--- config.mk ---
export PLATFORM = sky130hd
export DESIGN_NAME = level_manager
export DESIGN_NICKNAME = d
export VERILOG_FILES = /design/src/rtl/level_manager_pkg.sv /design/src/rtl/level_manager_score_accumulator.sv /design/src/rtl/level_manager.sv
export SDC_FILE = /design/constraint.sdc
export NUM_CORES = 1
export LEC_CHECK = 0
export CAP_MARGIN = 0
export CORE_ASPECT_RATIO = 1.4
export CORE_UTILIZATION = 40
export CTS_CLUSTER_SIZE = 25
export DETAILED_ROUTE_END_ITERATION = 8
export REMOVE_ABC_BUFFERS = 1
export SETUP_SLACK_MARGIN = 0.4
export SLEW_MARGIN = 15
export SYNTH_ARGS = -nofsm -noshare
export SYNTH_HDL_FRONTEND = slang
export SYNTH_HIERARCHICAL = 1
export SYNTH_SLANG_ARGS = --single-unit
--- constraint.sdc ---
create_clock -name clk -period 7.5 [get_ports clk]
set_input_delay 0.75 -clock clk [delete_from_list [all_inputs] [get_ports clk]]
set_output_delay 0.75 -clock clk [all_outputs]
set_load 0.01 [all_outputs]
--- src/rtl/level_manager_pkg.sv ---
// Shared definitions for the level_manager game sequencer: FSM state
// encoding, per-ball-size point values, the level table and the
// points lookup used by the score accumulator.
package level_pkg;

   typedef enum logic [2:0] {
      IDLE      = 3'd0,
      DEPLOY    = 3'd1,
      REARM     = 3'd2,
      PLAY      = 3'd3,
      HIT       = 3'd4,
      CLEAR     = 3'd5,
      GAME_OVER = 3'd6,
      WIN       = 3'd7
   } state_t;

   // Points awarded for popping one ball of each size.
   localparam logic [15:0] PTS_SMALL  = 16'd50;
   localparam logic [15:0] PTS_MEDIUM = 16'd100;
   localparam logic [15:0] PTS_BIG    = 16'd200;
   localparam logic [15:0] PTS_HUGE   = 16'd400;

   // One level: which units are enabled and the starting ball size of each.
   // A disabled unit always carries a starting size of 0.
   typedef struct packed {
      logic [1:0] mask;
      logic [1:0] init0;
      logic [1:0] init1;
   } level_entry_t;

   localparam level_entry_t LEVEL_TABLE [4] = '{
      '{mask: 2'b01, init0: 2'd1, init1: 2'd0},
      '{mask: 2'b01, init0: 2'd2, init1: 2'd0},
      '{mask: 2'b11, init0: 2'd2, init1: 2'd2},
      '{mask: 2'b11, init0: 2'd3, init1: 2'd2}
   };

   function automatic logic [15:0] points_of(input logic [1:0] ball_type);
      logic [15:0] pts;
      case (ball_type)
         2'd0:    pts = PTS_SMALL;
         2'd1:    pts = PTS_MEDIUM;
         2'd2:    pts = PTS_BIG;
         2'd3:    pts = PTS_HUGE;
         default: pts = 16'd0;
      endcase
      return pts;
   endfunction

endpackage

--- src/rtl/level_manager_score_accumulator.sv ---
// Saturating 16-bit score register fed by up to two pop events per cycle.
// With LEVEL_MANAGER_BONUS_LIFE_EN defined, o_bonus flags a cycle in which
// the update raises score[15:12]; otherwise o_bonus is tied low.
module score_accumulator
   import level_pkg::*;
(
   input  logic            clk,
   input  logic            reset,
   input  logic            i_clear,
   input  logic [1:0]      i_event,
   input  logic [1:0][1:0] i_type,
   output logic [15:0]     o_score,
   output logic            o_bonus
);

   logic [15:0] r_score;
   logic [15:0] w_pts0;
   logic [15:0] w_pts1;
   logic [16:0] w_sum;
   logic [15:0] w_next;

   // Sum both units' points onto the current score and clamp at 16'hFFFF.
   always_comb begin
      if (i_event[0]) begin
         w_pts0 = points_of(i_type[0]);
      end else begin
         w_pts0 = 16'd0;
      end
      if (i_event[1]) begin
         w_pts1 = points_of(i_type[1]);
      end else begin
         w_pts1 = 16'd0;
      end
      w_sum = {1'b0, r_score} + {1'b0, w_pts0} + {1'b0, w_pts1};
      if (w_sum[16]) begin
         w_next = 16'hFFFF;
      end else begin
         w_next = w_sum[15:0];
      end
   end

`ifdef LEVEL_MANAGER_BONUS_LIFE_EN
   // Bonus strobe when the top nibble of the score moves upward.
   always_comb begin
      if (!i_clear && (w_next[15:12] > r_score[15:12])) begin
         o_bonus = 1'b1;
      end else begin
         o_bonus = 1'b0;
      end
   end
`else
   assign o_bonus = 1'b0;
`endif

   // Score register: cleared by reset or game start, else takes the new sum.
   always_ff @(posedge clk) begin
      if (reset) begin
         r_score <= 16'd0;
      end else if (i_clear) begin
         r_score <= 16'd0;
      end else begin
         r_score <= w_next;
      end
   end

   assign o_score = r_score;

endmodule

--- src/rtl/level_manager.sv ---
// level_manager: game-level sequencer driving two ball controller units.
// Sequences deploy -> play -> hit/clear -> next level / game over and keeps
// score, lives and level. Optional bonus-life feature is enabled by defining
// LEVEL_MANAGER_BONUS_LIFE_EN.
module level_manager
   import level_pkg::*;
#(
   parameter int unsigned LIVES_INIT  = 3,
   parameter int unsigned NUM_LEVELS  = 4,
   parameter int unsigned HIT_HOLD    = 25_000_000,
   parameter int unsigned ARM_TIMEOUT = 16
) (
   input  logic            clk,
   input  logic            reset,
   input  logic            startGame,
   input  logic [1:0]      col_rope_ball,
   input  logic [1:0][1:0] col_ball_type,
   input  logic [1:0]      col_player_ball,
   input  logic [1:0]      inUse,
   output logic [1:0]      unitActive,
   output logic [1:0][1:0] initialState,
   output logic [15:0]     score,
   output logic [2:0]      lives,
   output logic [1:0]      level,
   output logic            playerHitPulse,
   output logic            gameOver,
   output logic            levelWon
);

   localparam logic [2:0]  LIVES_LOAD = 3'(LIVES_INIT);
   localparam logic [1:0]  LAST_LEVEL = 2'(NUM_LEVELS - 1);
   localparam logic [31:0] HOLD_LAST  = 32'(HIT_HOLD - 1);
   localparam logic [31:0] ARM_LAST   = 32'(ARM_TIMEOUT - 1);

   state_t       r_state;
   state_t       w_next_state;
   logic [31:0]  r_cnt;
   logic [1:0]   r_level;
   logic [1:0]   w_next_level;
   logic [2:0]   r_lives;
   logic [2:0]   w_next_lives;
   logic [3:0]   w_lives_sum;
   logic [1:0]   r_unit_active;
   logic [1:0][1:0] r_initial_state;
   logic         r_hit_pulse;
   logic         r_game_over;
   logic         r_level_won;

   logic [1:0]   w_mask;
   logic         w_in_play;
   logic         w_start;
   logic         w_hit;
   logic [1:0]   w_rope_ev;
   logic         w_all_up;
   logic         w_all_down;
   logic         w_bonus;
   level_entry_t w_next_entry;
   logic         w_next_armed;
   logic         w_next_loaded;

   // Decode the current level's enable mask and qualify inputs by state.
   always_comb begin
      w_mask     = LEVEL_TABLE[r_level].mask;
      w_in_play  = (r_state == PLAY);
      w_start    = startGame && ((r_state == IDLE) || (r_state == GAME_OVER) ||
                                 (r_state == WIN));
      w_hit      = w_in_play && (col_player_ball != 2'b00);
      if (w_in_play) begin
         w_rope_ev = col_rope_ball;
      end else begin
         w_rope_ev = 2'b00;
      end
      w_all_up   = ((inUse & w_mask) == w_mask);
      w_all_down = ((inUse & w_mask) == 2'b00);
   end

   // Next-state and next-level logic for the game sequencer.
   always_comb begin
      w_next_state = r_state;
      w_next_level = r_level;
      case (r_state)
         IDLE, GAME_OVER, WIN: begin
            if (startGame) begin
               w_next_state = DEPLOY;
               w_next_level = 2'd0;
            end else begin
               w_next_state = r_state;
            end
         end
         DEPLOY: begin
            if (w_all_up) begin
               w_next_state = PLAY;
            end else if (r_cnt == ARM_LAST) begin
               w_next_state = REARM;
            end else begin
               w_next_state = DEPLOY;
            end
         end
         REARM: begin
            w_next_state = DEPLOY;
         end
         PLAY: begin
            // A hit wins over a clear detected in the same cycle.
            if (w_hit) begin
               w_next_state = HIT;
            end else if (w_all_down) begin
               w_next_state = CLEAR;
            end else begin
               w_next_state = PLAY;
            end
         end
         HIT: begin
            // r_lives already reflects the hit taken on entry.
            if (r_cnt == HOLD_LAST) begin
               if (r_lives == 3'd0) begin
                  w_next_state = GAME_OVER;
               end else begin
                  w_next_state = DEPLOY;
               end
            end else begin
               w_next_state = HIT;
            end
         end
         CLEAR: begin
            if (r_cnt == HOLD_LAST) begin
               if (r_level == LAST_LEVEL) begin
                  w_next_state = WIN;
               end else begin
                  w_next_state = DEPLOY;
                  w_next_level = r_level + 2'd1;
               end
            end else begin
               w_next_state = CLEAR;
            end
         end
         default: begin
            w_next_state = IDLE;
         end
      endcase
   end

   // Lives update: reload on start, hit decrements (floor 0), bonus adds (cap 7).
   always_comb begin
      w_lives_sum  = {1'b0, r_lives} + {3'b000, w_bonus};
      w_next_lives = r_lives;
      if (w_start) begin
         w_next_lives = LIVES_LOAD;
      end else if (w_in_play) begin
         if (w_hit && (r_lives != 3'd0)) begin
            w_lives_sum = w_lives_sum - 4'd1;
         end else begin
            w_lives_sum = w_lives_sum;
         end
         if (w_lives_sum > 4'd7) begin
            w_next_lives = 3'd7;
         end else begin
            w_next_lives = w_lives_sum[2:0];
         end
      end else begin
         w_next_lives = r_lives;
      end
   end

   // Unit drive is derived from the upcoming state so it lines up with it.
   always_comb begin
      w_next_entry  = LEVEL_TABLE[w_next_level];
      w_next_armed  = (w_next_state == DEPLOY) || (w_next_state == PLAY);
      w_next_loaded = w_next_armed || (w_next_state == REARM);
   end

   // State, per-state cycle counter, level and lives registers.
   always_ff @(posedge clk) begin
      if (reset) begin
         r_state <= IDLE;
         r_cnt   <= 32'd0;
         r_level <= 2'd0;
         r_lives <= LIVES_LOAD;
      end else begin
         r_state <= w_next_state;
         if (w_next_state != r_state) begin
            r_cnt <= 32'd0;
         end else begin
            r_cnt <= r_cnt + 32'd1;
         end
         r_level <= w_next_level;
         r_lives <= w_next_lives;
      end
   end

   // Registered unit drive and status flags.
   always_ff @(posedge clk) begin
      if (reset) begin
         r_unit_active   <= 2'b00;
         r_initial_state <= '0;
         r_hit_pulse     <= 1'b0;
         r_game_over     <= 1'b0;
         r_level_won     <= 1'b0;
      end else begin
         if (w_next_armed) begin
            r_unit_active <= w_next_entry.mask;
         end else begin
            r_unit_active <= 2'b00;
         end
         if (w_next_loaded) begin
            r_initial_state[0] <= w_next_entry.init0;
            r_initial_state[1] <= w_next_entry.init1;
         end else begin
            r_initial_state <= '0;
         end
         r_hit_pulse <= w_hit;
         if (w_start) begin
            r_game_over <= 1'b0;
            r_level_won <= 1'b0;
         end else begin
            r_game_over <= r_game_over || (w_next_state == GAME_OVER);
            r_level_won <= r_level_won || (w_next_state == WIN);
         end
      end
   end

   score_accumulator u_score (
      .clk     (clk),
      .reset   (reset),
      .i_clear (w_start),
      .i_event (w_rope_ev),
      .i_type  (col_ball_type),
      .o_score (score),
      .o_bonus (w_bonus)
   );

   assign unitActive     = r_unit_active;
   assign initialState   = r_initial_state;
   assign lives          = r_lives;
   assign level          = r_level;
   assign playerHitPulse = r_hit_pulse;
   assign gameOver       = r_game_over;
   assign levelWon       = r_level_won;

endmodule

; Word level (Yosys, flattened, before mapping)
; Index checks and enable logic that the tools add are counted.
; W data, S select, Z words.
[word_totals]
latch_bits = 0
ramBits = 0
ff_bits = 65
mem_count = 0
romBits = 0
[classes]
n_addsub = 5
shift = 0
n_lt_le_gt_ge = 3
bitwise = 5
muxes = 30
n_reduce_logical = 21
div = 0
multipliers = 0
eq_ne = 23
[ops]
columns = cell, count
row1 = $pmux W16 S4, 2
row2 = $mux W16, 3
row3 = $add A32 B1 Y32 const B, 1
row4 = $eq A32 B25 Y1 const B, 1
row5 = $eq A32 B4 Y1 const B, 1
row6 = $bmux W6 S2, 2
row7 = $mux W3, 8
row8 = $mux W6, 4
row9 = $eq A3 B3 Y1 const B, 6
row10 = $pmux W3 S6, 1
row11 = $add A16 B16 Y17, 1
row12 = $add A17 B16 Y17, 1
row13 = $eq A3 B2 Y1 const B, 4
row14 = $mux W2, 6
row15 = $mux W4, 3
row16 = $eq A2 B2 Y1 const B, 5
row17 = $reduce_or A2 Y1, 4
row18 = $eq A3 B1 Y1 const B, 2
row19 = $ge A3 B3 Y1 const B, 2
row20 = $logic_not A2 Y1, 3
row21 = $logic_not A3 Y1, 2
row22 = $logic_or A1 B1 Y1, 6
row23 = $not A2 Y3, 2
row24 = $eq A2 B1 Y1 const B, 2
row25 = 12 further kinds, 15

; Longest topological paths before layout
[logic_depth]
word_depth = 14
mapped_depth = 15
depth_no_buf = 13

; Cells and area by module
; The synthesis kept the hierarchy.
[modules_own_cells]
columns = mod, area_each_um2, n_inst, cells_each
row1 = level_manager, 2533.7, 1, 300
row2 = score_accumulator, 1382.6, 1, 151

; Least setup slack after synthesis
; Ideal clock, no wire load.
[synth_path]
path_kind = flip-flop to flip-flop
startpoint = register r_state[1]
endpoint = register u_score.r_score[13] (netlist: u_score/o_score[13])
arrival_time_ps = 3185
required_time_ps = 7367
period_less_slack_ps = 3317
stages_incl_launch_ff = 16
path_buffers = 2
slack_ps = 4183
cell_sequence = dfxtp_1 -> buf_2 -> inv_1 -> nor2_1 -> and2_1 -> nand2_1 -> inv_1 -> fa_1 -> ha_1 -> fa_1 -> a21o_1 -> a221oi_4 -> a21oi_4 -> nand2_1 -> buf_6 -> a31oi_1
[synth_between]
elab_chain_len = 6
elab_cells_between_ends = 14
[synth_rtl]
columns = element, line
row1 = from (decl), level_manager.sv:35  ; state_t r_state;
row2 = from (signal assigned), level_manager.sv:179  ; r_state <= w_next_state;
row3 = $eq A3 B2 Y1, level_manager.sv:64  ; w_in_play = (r_state == PLAY);
row4 = $mux W2, level_manager.sv:68  ; if (w_in_play) begin
row5 = named net w_rope_ev[0], level_manager.sv:53  ; logic [1:0] w_rope_ev;
row6 = $mux W16, level_manager_score_accumulator.sv:24  ; if (i_event[0]) begin
row7 = $add A16 B16 Y17, level_manager_score_accumulator.sv:34  ; w_sum = {1'b0, r_score} + {1'b0, w_pts0} + {1'b0, w_pts1};
row8 = $add A17 B16 Y17, level_manager_score_accumulator.sv:34
row9 = $mux W16, level_manager_score_accumulator.sv:35  ; if (w_sum[16]) begin
row10 = to (signal assigned), level_manager_score_accumulator.sv:62  ; r_score <= w_next;
row11 = to (decl), level_manager_score_accumulator.sv:16  ; logic [15:0] r_score;
; The timed path passes the listed nets, and every way through them passes these cells.
; A chain may end at the register's enable or synchronous reset.

; Worst setup path after layout
[layout_path]
startpoint = register r_state[0]
endpoint = register u_score.r_score[11] (netlist: u_score/o_score[11])
[layout_between]
elab_cells_between_ends = 14
[layout_lines]
columns = element, line
row1 = $eq A3 B2 Y1, level_manager.sv:64
row2 = $mux W2, level_manager.sv:68
row3 = named net w_rope_ev[1], level_manager.sv:53
row4 = $mux W16, level_manager_score_accumulator.sv:29  ; if (i_event[1]) begin
row5 = $add A17 B16 Y17, level_manager_score_accumulator.sv:34
row6 = $mux W16, level_manager_score_accumulator.sv:35
; The timed path passes the listed nets, and every way through them passes these cells.

==> results.py <==
metrics = {
    "floorplanning": {
        "num_rows": 42,
        "ios": 43,
        "design.core.area_sq_um": 9460,
        "die_x_um": 85.6,
        "start_util": 0.414,
        "die_area_sq_um": 10200,
        "die_height_um": 119,
    },
    "finish": {
        "drive_gt1_frac": 0.114,
        "regArea_sq_um": 1280,
        "area_growth_pct": 19.6,
        "fillers": 882,
        "nets": 532,
        "final_common_cell": "dfxtp_1",
        "layout_common_cells": "dfxtp_1, clkdlybuf4s50_1, nor2_1",
        "num_antenna_cells": 0,
        "multiInputGateArea_sq_um": 2440,
        "utilization": 0.495,
    },
    "clock_network": {
        "numCtsBuffers": 9,
        "clkTransAtPathRegs_ps": 60,
        "clk_latency_ps": 340,
        "root_buffer": "clkbuf_16",
        "postCtsSetupBuffers": 0,
        "cts_tree": "done",
        "post_cts_hold_buffer_count": 0,
        "cts_buffer_depth": 2,
        "cts_resized": 0,
        "ctsHtreeMaxLevel": 3,
        "cts.sinks": 64,
    },
    "drt": {
        "drc": 0,
        "first_pass_iters": 4,
        "drt_iter0_markers": 129,
        "wl_per_cell_um": 13.8,
        "dr_total_vias": 3180,
        "ant_nets": 0,
        "wirelength_um": 8310,
        "vias_per_cell": 5.29,
    },
    "power": {
        "seqPwrFrac": 0.403,
        "vdd_drop_max_uv": 142,
        "p_sw_uw": 197,
        "combPwrFrac": 0.080,
        "p_per_area_nw_per_um2": 187,
        "clkPwrFrac": 0.517,
        "switching_share": 0.225,
        "p_int_uw": 679,
        "power_leakage_uw": 0.00176,
    },
    "critical_path": {
        "r2r_end": "u_score/o_score[11]",
        "required_ps": 7690,
        "critical_path.top_delay_family": "simple AND/OR/NAND/NOR gates",
        "start_kind": "flop",
        "worstPathCellList": "nand2b_1 -> nor2_1 -> and2_1 -> nand2_1 -> inv_1 -> fa_1 -> ha_1 -> fa_1 -> a21o_1 -> a221oi_4 -> a21oi_4 -> nand2_1 -> a31oi_1",
        "cp_max_fo": 13,
        "end_kind": "flop",
        "r2r_cells": 13,
        "crit_buf_inv": 1,
        "path_depth": 13,
        "crit_end": "u_score/o_score[11]",
        "cp-startpoint": "r_state[0]",
        "critPathKind": "reg -> reg",
        "r2r_start": "r_state[0]",
        "rrSetupSlack_ps": 3380,
        "arrival_ps": 4320,
        "critPathSlowestCell": "dfxtp_1",
        "max_stage_delay_ps": 610,
    },
    "placement": {
        "hpwl_um": 6200,
        "io_buffers": 41,
        "gp_congestion": 0.799,
    },
    "grt": {
        "track_usage": 0.177,
        "grt_first_pass_wirelength_um": 14400,
        "grt_overflow": 0,
        "grt_pass1_vias": 3093,
        "grt_max_degree": 33,
        "antenna_found_initial": 0,
    },
    "synthesis": {
        "syn_inst": 451,
        "synth_warnings": 6,
        "synth_seq_cells": 64,
        "synth_edf_count": 0,
        "synth.cell_area_sq_um": 3920,
        "synth_top_area_frac": 0.327,
        "seq_area_frac_synth": 0.327,
        "synth_area_leaders": "dfxtp_1, ha_1, xor2_1",
        "syn_avg_cell_area_sq_um": 8.68,
        "synthArstFlopShare": 0,
        "ys.flop_type": "dfxtp_1",
        "synth.distinct_cells": 62,
        "synth_area_leader_cell": "dfxtp_1",
    },
    "sta": {
        "max_freq_mhz": 242,
        "tightest_slew_ps": 907,
        "fin_crit_sh": 0.550,
        "setup_viol": 0,
        "slew_headroom": 0.389,
        "fin_crit_ps": 4120,
        "finClkSkew_ps": 14.9,
        "hold_viol": 0,
        "tns_ps": 0,
        "slew_viol_final": 0,
        "rsz0062_at_grt": "no",
    },
    "run": {
        "maxCapViolations": 0,
    },
    "status": {
        "outcome": "complete, no violations",
    },
    "min_path": {
        "worstHoldPathType": "reg -> reg",
        "min_path_cells": 2,
    },
}
## synthesized netlist by cell type (7+ instances only)
cell type and n:
nor2_2 28, nor4_1 7, xnor2_1 18, and2_1 14, ha_1 23, nor3_1 13, fa_1 9, nor2_1 39
inv_1 24, nand2_1 35, dfxtp_1 64, o21ai_0 10, a21oi_1 20, nand3_1 20, nand4_1 11, xor2_1 21
## worst min-delay path by stage
stage                                   from                 end  slack, ps
after floorplan                     r_cnt[0]            r_cnt[0]        420
after global placement              r_cnt[0]            r_cnt[0]        430
after detailed placement  u_score/o_score[0]  u_score/o_score[0]        440
after CTS                 u_score/o_score[0]  u_score/o_score[0]        450
after global routing                levelWon            levelWon        490
final                     u_score/o_score[0]  u_score/o_score[0]        450
## layer usage
| metal | vias to the layer above | share of wire | wire length, um | GRT usage |
|---|---|---|---|---|
| met2 | 58 | 0.51 | 4200 | 0.300 |
| met3 | 8 | 0.031 | 258 | 0.0444 |
| li1 | 1624 | - | - | - |
| met1 | 1490 | 0.45 | 3740 | 0.215 |
| met4 | 0 | 0.013 | 104 | 0.0656 |
| met5 | - | 0 | 0 | 0 |
## layout make-up
cell class,count,share of cell area
flip-flops and latches,64,0.274
clock buffers,12,0.0548
inverters,24,0.0192
repair buffers,42,0.0892
well taps,110,0.0294
multi-input cells,346,0.520
clock inverters,3,0.0139
## power groups by stage
| stage | Sequential [uW] | Clock (uW) | Combinational, uW |
|---|---|---|---|
| 3_3_place_gp | 359 | 0 | 70.6 |
| 3_5_place_dp | 360 | 0 | 71.1 |
| 2_1_floorplan | 359 | 0 | 44.7 |
| 5_1_grt | 353 | 479 | 80.1 |
| 6_report | 352 | 453 | 70.4 |
| 4_1_cts | 352 | 463 | 71.5 |
## through the flow
step / setup WS (ps) / hold slack, ps / instance area, sq um / instances / total power [uW]
2_1_floorplan: 3990 / 418 / 3810 / 434 / 404
3_3_place_gp: 3380 / 429 / 4360 / 586 / 430
3_5_place_dp: 3320 / 442 / 4360 / 586 / 431
4_1_cts: 3360 / 450 / 4680 / 601 / 887
5_1_grt: 2990 / 488 / 4680 / 601 / 913
6_report: 3380 / 446 / 4680 / 601 / 876
## state kept, by name, summed over array words and instances (netlist names)
signal	cells
gameOver	1
initialState	3
level	2
levelWon	1
lives	3
playerHitPulse	1
r_cnt	32
r_state	3
u_score/o_score	16
unitActive	2
## cells by family (layout without fill, tap and decap cells)
logic type,after synthesis,after routing,synth area share
buf+inv,41,81,0.0508
flops,64,64,0.327
other cells,2,2,0.00192
simple gates,200,200,0.274
fa+ha+maj,32,32,0.119
xor+xnor,39,39,0.0872
mux,1,1,0.00256
compound gates,72,72,0.136
## tightest hold or removal path, stage by stage (launching register included)
cell	delay [ps]
dfxtp_1	300
inv_1	50
a21oi_1	50
Power figures use the tool's default switching activity.
